## src/rtl/checkpoint_ctrl.sv

```systemverilog
// Branch-checkpoint controller: allocates RAT checkpoint slots in rename order,
// retires them in order, and sequences misprediction recovery.
module checkpoint_ctrl #(
  parameter int unsigned CP_NUM        = 4,
  parameter int unsigned CP_INDEX_SIZE = 2
) (
  input  logic                     clock,
  input  logic                     reset,
  input  logic                     flush,
  input  logic                     br_req,
  input  logic                     resolve_valid,
  input  logic [CP_INDEX_SIZE-1:0] resolve_tag,
  input  logic                     resolve_mispredict,
  output logic                     pause,
  output logic                     cp_check,
  output logic [CP_INDEX_SIZE-1:0] cp_target_index,
  output logic                     cp_request,
  output logic [CP_INDEX_SIZE-1:0] cp_request_index,
  output logic                     recover,
  output logic [CP_INDEX_SIZE:0]   free_count,
  output logic                     full
);

  localparam int unsigned IDX_W = CP_INDEX_SIZE;
  localparam int unsigned CNT_W = CP_INDEX_SIZE + 1;

  typedef enum logic [1:0] {
    ST_IDLE,
    ST_RESTORE,
    ST_APPLY
  } state_t;

  state_t             r_state;
  state_t             w_state_nxt;
  logic [IDX_W-1:0]   r_head;
  logic [IDX_W-1:0]   r_tail;
  logic [CNT_W-1:0]   r_count;
  logic [CP_NUM-1:0]  r_valid;
  logic [CP_NUM-1:0]  r_done;
  logic [IDX_W-1:0]   r_rec_tag;
  logic [CNT_W-1:0]   r_free_count;
  logic               r_full;

  logic               w_res_hit;
  logic               w_mispredict;
  logic               w_correct;
  logic               w_grant;
  logic               w_retire;
  logic [IDX_W-1:0]   w_mp_off;
  logic [CP_NUM-1:0]  w_squash;
  logic [CNT_W-1:0]   w_count_nxt;

  // Resolve decode; a resolve to an unallocated slot is ignored everywhere.
  always_comb begin
    w_res_hit    = resolve_valid & r_valid[resolve_tag];
    w_mispredict = w_res_hit & resolve_mispredict;
    w_correct    = w_res_hit & ~resolve_mispredict;
    w_grant      = br_req & (r_count < CNT_W'(CP_NUM)) & (r_state == ST_IDLE)
                   & ~flush & ~w_mispredict;
    w_retire     = r_valid[r_head]
                   & (r_done[r_head] | (w_correct & (resolve_tag == r_head)))
                   & ~w_mispredict & ~flush;
    w_mp_off     = IDX_W'(resolve_tag - r_head);
  end

  // Squash the mispredicted slot and everything younger (age measured from head).
  always_comb begin
    w_squash = '0;
    for (int i = 0; i < CP_NUM; i++) begin
      w_squash[i] = (IDX_W'(IDX_W'(i) - r_head) >= w_mp_off);
    end
  end

  always_comb begin
    w_count_nxt = r_count;
    if (flush) begin
      w_count_nxt = '0;
    end else if (w_mispredict) begin
      w_count_nxt = CNT_W'(w_mp_off);
    end else begin
      w_count_nxt = r_count + CNT_W'(w_grant) - CNT_W'(w_retire);
    end
  end

  always_ff @(posedge clock) begin
    if (reset || flush) begin
      r_head    <= '0;
      r_tail    <= '0;
      r_valid   <= '0;
      r_done    <= '0;
      r_rec_tag <= '0;
    end else if (w_mispredict) begin
      r_valid   <= r_valid & ~w_squash;
      r_done    <= r_done & ~w_squash;
      r_tail    <= resolve_tag;
      r_rec_tag <= resolve_tag;
    end else begin
      if (w_correct) begin
        r_done[resolve_tag] <= 1'b1;
      end
      if (w_retire) begin
        r_valid[r_head] <= 1'b0;
        r_head          <= r_head + IDX_W'(1);
      end
      if (w_grant) begin
        r_valid[r_tail] <= 1'b1;
        r_done[r_tail]  <= 1'b0;
        r_tail          <= r_tail + IDX_W'(1);
      end
    end
  end

  always_ff @(posedge clock) begin
    if (reset) begin
      r_count      <= '0;
      r_free_count <= CNT_W'(CP_NUM);
      r_full       <= 1'b0;
    end else begin
      r_count      <= w_count_nxt;
      r_free_count <= CNT_W'(CP_NUM) - w_count_nxt;
      r_full       <= (w_count_nxt == CNT_W'(CP_NUM));
    end
  end

  always_ff @(posedge clock) begin
    if (reset) begin
      r_state <= ST_IDLE;
    end else begin
      r_state <= w_state_nxt;
    end
  end

  // Recovery sequencing; a new mispredict always restarts from RESTORE.
  always_comb begin
    w_state_nxt      = r_state;
    cp_request       = 1'b0;
    cp_request_index = '0;
    recover          = 1'b0;
    case (r_state)
      ST_IDLE: ;
      ST_RESTORE: begin
        cp_request       = 1'b1;
        cp_request_index = r_rec_tag;
        w_state_nxt      = ST_APPLY;
      end
      ST_APPLY: begin
        recover     = 1'b1;
        w_state_nxt = ST_IDLE;
      end
      default: w_state_nxt = ST_IDLE;
    endcase
    if (flush) begin
      w_state_nxt = ST_IDLE;
    end else if (w_mispredict) begin
      w_state_nxt = ST_RESTORE;
    end
  end

  always_comb begin
    pause           = (r_state != ST_IDLE) | flush | (br_req & ~w_grant);
    cp_check        = w_grant;
    cp_target_index = w_grant ? r_tail : '0;
    free_count      = r_free_count;
    full            = r_full;
  end

endmodule

```

## config.mk

```make
export PLATFORM = sky130hd
export DESIGN_NAME = checkpoint_ctrl
export DESIGN_NICKNAME = d
export VERILOG_FILES = /design/src/rtl/checkpoint_ctrl.sv
export SDC_FILE = /design/constraint.sdc
export NUM_CORES = 1
export LEC_CHECK = 0
export ABC_AREA = 1
export CORE_UTILIZATION = 55
export CTS_CLUSTER_SIZE = 30
export DETAILED_ROUTE_END_ITERATION = 16
export PLACE_DENSITY = 0.77
export SETUP_SLACK_MARGIN = 0.2
export SLEW_MARGIN = 20
export SYNTH_ARGS = -nofsm -noshare
export SYNTH_HDL_FRONTEND = slang
export SYNTH_SLANG_ARGS = --single-unit
```

## constraint.sdc

```tcl
create_clock -name clock -period 10.59 [get_ports clock]
set_input_delay 2.118 -clock clock [delete_from_list [all_inputs] [get_ports clock]]
set_output_delay 2.118 -clock clock [all_outputs]
set_load 0.02 [all_outputs]
```

---- After elaboration in Yosys (flattened, before gate mapping) ----
Index checks and enable logic that the tools add are counted.
word-level totals
  flip-flop bits (word level) ............. 23
  logic and storage cells ................. 106
cells by class
  mux-type cells .......................... 32
  $add $sub $neg .......................... 10
  $lt $le $gt $ge ......................... 11
  bitwise gates (word level) .............. 28
  eq/ne operators ......................... 5
  reduce and logical (&&, ||, !) cells .... 10
operator list
  operator             count
  $mux 4               10
  $and 4x4->4          4
  $and 1x1->1          12
  $not 4->4            3
  $lt 2x3->1 const B   3
  $mux 1               9
  $ge 2x2->1           4
  $mux 2               4
  $or 4x4->4           2
  $bmux 1 s2           3
  $demux 1 s2          3
  $ge 2x1->1 const B   3
  $mux 3               2
  $add 2x1->2 const B  2
  $not 1->1            4
  $pmux 2 s2           1
  $reduce_bool 2->1    2
  $sub 1x2->2 const A  2
  $sub 2x2->2 const A  2
  $add 3x1->3          1
  $eq 3x3->1 const B   1
  $logic_and 1x1->1    3
  $lt 3x3->1 const B   1
  $or 1x1->1           3
  other kinds (12)     12

---- Logic depth before layout (Yosys ltp) ----
  depth after elaboration ................. 15
  gate-level depth with buffers ........... 21
  depth with buffers taken out ............ 20

---- Least setup slack after synthesis ----
No wires, ideal clock.
  path kind ............................... in2out
  start ................................... input port resolve_tag[0]
  end ..................................... output port cp_target_index[0]
  arrival ................................. 2.938 ns
  slack ................................... 5.534 ns
  path buffers ............................ 1
  stages .................................. 9
  cells stage by stage .................... buf_6 inv_6 nand2_1 nand2_1 nand2_2 nand2_4 nand3_4 nand2_2 nor2_1
on the way
  cells in the longest elaborated chain, start to end .. 7
RTL lines
  what                          RTL line  source
  start, declared               12        input logic [CP_INDEX_SIZE-1:0] resolve_tag,
  $bmux 1 s2                    55        w_res_hit = resolve_valid & r_valid[resolve_tag];
  $mux 1 (implied by the code)  55
  $and 1x1->1                   55
  $and 1x1->1                   56        w_mispredict = w_res_hit & resolve_mispredict;
  $not 1->1 (no line)           n/a
  $and 1x1->1                   59        & ~flush & ~w_mispredict;
  $mux 2                        162       cp_target_index = w_grant ? r_tail : '0;
  end, declared                 16        output logic [CP_INDEX_SIZE-1:0] cp_target_index,
Every way passes these cells. The select of a mux whose other input is x is not followed.

---- Worst setup path after layout ----
  start ................................... input port resolve_tag[0]
  end ..................................... output port pause
on the way
  cells in the longest elaborated chain, start to end .. 9
RTL lines
  what                          RTL line  source
  $bmux 1 s2                    55
  $mux 1 (implied by the code)  55
  $and 1x1->1                   55
  $and 1x1->1                   56
  $not 1->1 (no line)           n/a
  $and 1x1->1                   59
  $not 1->1                     160       pause = (r_state != ST_IDLE) | flush | (br_req & ~w_grant);
  $and 1x1->1                   160
  $or 1x1->1                    160
  end, declared                 14        output logic pause,
Every way passes these cells. The select of a mux whose other input is x is not followed.

==> out/metrics.yaml <==
clocking:
  cts_tree: "built"
  cts_setup_buffers: 0
  clkLatencyLatePin_ns: 0.31
  cts.repair.resized: 0
  cts.sinks: 22
  clock_path_buffers: 2
  h-tree-depth: 1
  hold_buffers: 0
  root_buffer: "clkbuf_4"
  cts.clk_slew.worst_paths_ns: 0.12
  cts_buffers: 3
setup_path:
  critPathBufInv: 2
  slowest_delay_ns: 0.71
  critPathKind: "input pin to primary output"
  r2r_end: "free_count[2]"
  cp_max_fo: 21
  path_cells: "clkdlybuf4s50_1 -> nand2_1 -> nand2_1 -> nand2_2 -> nand2_4 -> nand3_4 -> nand2_2 -> nand2_1 -> nand2_1 -> clkdlybuf4s50_1"
  crit_family: "buffers and inverters"
  reg2reg_from: "r_head[0]"
  arrival_ns: 4.36
  required_ns: 8.47
  r2r_slack_ns: 7.14
  reg2reg_depth: 15
  worstSetupStartpointType: "input pin"
  crit_slowest_cell: "clkdlybuf4s50_1"
  setup.worst_path.end_class: "primary output"
  crit_path_frequent_cell: "nand2_1"
final_layout:
  fin_cells: 254
  finish.net_count: 252
  areaGrowthSynthToFinish_pct: 14.3
  fin_util_pct: 68.4
  seq_area_sq_um: 440
  multiInputGateArea_sq_um: 905
  nFillCells: 226
  drive_above_1_share_pct: 9.38
  diodes: 0
hold_path:
  min_to: "r_rec_tag[0]"
  holdPathStages: 2
  min_from: "r_rec_tag[0]"
  hp-class: "flip-flop to flip-flop"
grt:
  first_global_vias: 1218
  grt_max_degree: 22
  grt_pass1_wl_um: 5200
  antenna_found_initial: 0
  grt_use_total_pct: 24.9
  grt_overflow: 0
pwr:
  clkPwrFrac_pct: 30.7
  power_leakage_nw: 0.770
  p_sw_share_pct: 25.0
  power_switching_mw: 0.0376
  pwr-share-seq_pct: 56.1
  internal-power_mw: 0.113
  p_comb_share_pct: 13.2
  ir_worst_vdd_mv: 0.0673
  finalPower_mw: 0.150
  p_per_area_nw_per_um2: 86.3
yosys:
  avgSynthCellArea_sq_um: 7.39
  netlist_instances: 206
  yosys_warnings: 0
  synth_nets: 233
  synth_cell_types: 35
  synth_area_sq_um: 1520
  ys_seq_elements: 22
  ys_seq_area_share_pct: 28.9
timing:
  hold_ws_ns: 0.477
  skew_ns: 0.00642
  rsz0062_at_grt: "false"
  slew-limit-headroom_pct: 54.6
  fin_setup_tns_ns: 0
  slew_violations: 0
  fmaxAchievable_ghz: 0.154
  hold_viol: 0
  tightest_slew_ns: 0.678
  finalCritPeriodShare_pct: 61.2
  period_needed_ns: 6.48
  setup_violations: 0
route:
  num_vias: 1360
  totalWireLength_um: 3310
  first_pass_iters: 4
  vias_per_cell: 5.35
  drc: 0
  drt_first_iter_violations: 27
  wl_per_cell_um: 13.0
  drtAntennaViolNets: 0
die:
  fp.coreArea_sq_um: 2540
  io_pins: 20
  std_cell_rows: 18
  die_area_sq_um: 2980
  die_w_um: 54.6
  start_util_pct: 59.8
  die_h_um: 54.6
place:
  place_inst: 250
  gp_congestion: 0.954
  dp.final_hpwl_um: 2570
  io_buffer_count: 19
run_status:
  status: "finished, final reports clean"
flow_run:
  maxCapViolCount: 0
-- routing by layer --
metal  share of wire, %  routed length (um)  global-route usage (%)  vias to the layer above
met5                  0                   0                       0                        -
met4                2.3                  76                    11.1                        0
met3                4.1                 134                    3.61                        9
met2                 48                1580                    43.6                       38
met1                 46                1510                    29.5                      620
li1                   -                   -                       -                      693
-- sequential cells by signal, summed over array words and instances (netlist names) --
signal,cells
r_count,3
r_rec_tag,2
r_done,4
r_head,2
free_count,2
r_valid,4
r_tail,2
r_state,2
full,1
-- cells by family after synthesis --
family                     after synthesis  synth area share [%]
adders and majority gates               19                  17.1
and+or+nand+nor                         93                  28.4
buffers and inverters                   38                  11.7
xor gates and xnor gates                 2                  1.15
DFF                                     22                  28.9
AOI/OAI and AO/OA                       32                  12.8
-- how the worst max path moves through the flow --
stage / from / slack, ns / depth (start not counted) / endpoint
floorplan: resolve_tag[0] / 5.53 / 9 / cp_target_index[0]
global placement: resolve_tag[0] / 4.19 / 10 / pause
detailed placement: resolve_tag[0] / 4.14 / 10 / pause
CTS: resolve_tag[0] / 4.13 / 10 / pause
global route: resolve_tag[0] / 3.93 / 10 / pause
finish: resolve_tag[0] / 4.11 / 10 / pause
-- area by class of cell --
class	instances	area share [%]
Clock buffer	4	2.08
Inverter	33	7.55
Multi-Input combinational cell	146	52.0
Sequential cell	22	25.3
Tap cell	30	2.16
Timing Repair Buffer	19	10.9
-- worst register-to-register path: stages, from the launching register on --
cell      delay [ns]
dfxtp_1         0.48
ha_1            0.40
o21ai_0         0.09
nor2_1          0.12
nand3_2         0.12
a21oi_4         0.28
ha_1            0.28
inv_1           0.06
ha_1            0.13
inv_1           0.05
fa_1            0.42
nand2_1         0.07
o211ai_1        0.12
ha_1            0.21
ha_1            0.26
or2_2           0.26
-- synth_stat cells --
cell type	n	area (sq um)
a21boi_0	1	7.51
a21oi_1	15	75.1
a21oi_4	1	16.3
and2_1	1	6.26
buf_2	1	5.00
buf_4	1	7.51
buf_6	3	33.8
dfxtp_1	22	440
fa_1	3	60.1
ha_1	16	200
inv_1	28	105
inv_2	3	11.3
inv_4	1	6.26
inv_6	1	8.76
nand2_1	41	154
nand2_2	4	25.0
nand2_4	1	11.3
nand3_1	14	70.1
nand3_2	2	20.0
nand3_4	1	17.5
nand3b_1	1	7.51
nand4_1	3	18.8
nor2_1	21	78.8
nor3_1	2	10.0
o211ai_1	2	15.0
o211ai_2	1	12.5
o21ai_0	6	30.0
o21ai_1	3	15.0
o21ai_2	1	8.76
o21bai_1	1	7.51
o31ai_1	1	7.51
or2_1	1	6.26
or2_2	1	6.26
xnor2_1	1	8.76
xor2_1	1	8.76
-- stage by stage --
stage / setup slack [ns] / instance area (sq um)
after floorplan: 5.53 / 1520
after global placement: 4.19 / 1700
after detailed placement: 4.14 / 1700
after CTS: 4.13 / 1740
after global routing: 3.93 / 1740
final: 4.11 / 1740
-- layout by cell type, fill, tap and decap left out, drive strengths merged, types with 2 or more instances in the layout --
master         Yosys  layout
a21oi             16      16
clkbuf             0       4
clkdlybuf4s50      0      19
dfxtp             22      22
fa                 3       3
ha                16      16
inv               33      33
nand2             46      46
nand3             17      17
nand4              3       3
nor2              21      21
nor3               2       2
o211ai             3       3
o21ai             10      10
or2                2       2
-- power groups by stage --
stage / Combinational [mW] / Clock [mW] / Sequential (mW)
detailed placement: 0.0196 / 0 / 0.0862
finish: 0.0198 / 0.0462 / 0.0843
floorplan: 0.0112 / 0 / 0.0866
CTS: 0.0198 / 0.0472 / 0.0843
global route: 0.0219 / 0.0499 / 0.0844
global placement: 0.0194 / 0 / 0.0861
No activity file was read; power rests on OpenSTA's default activity.
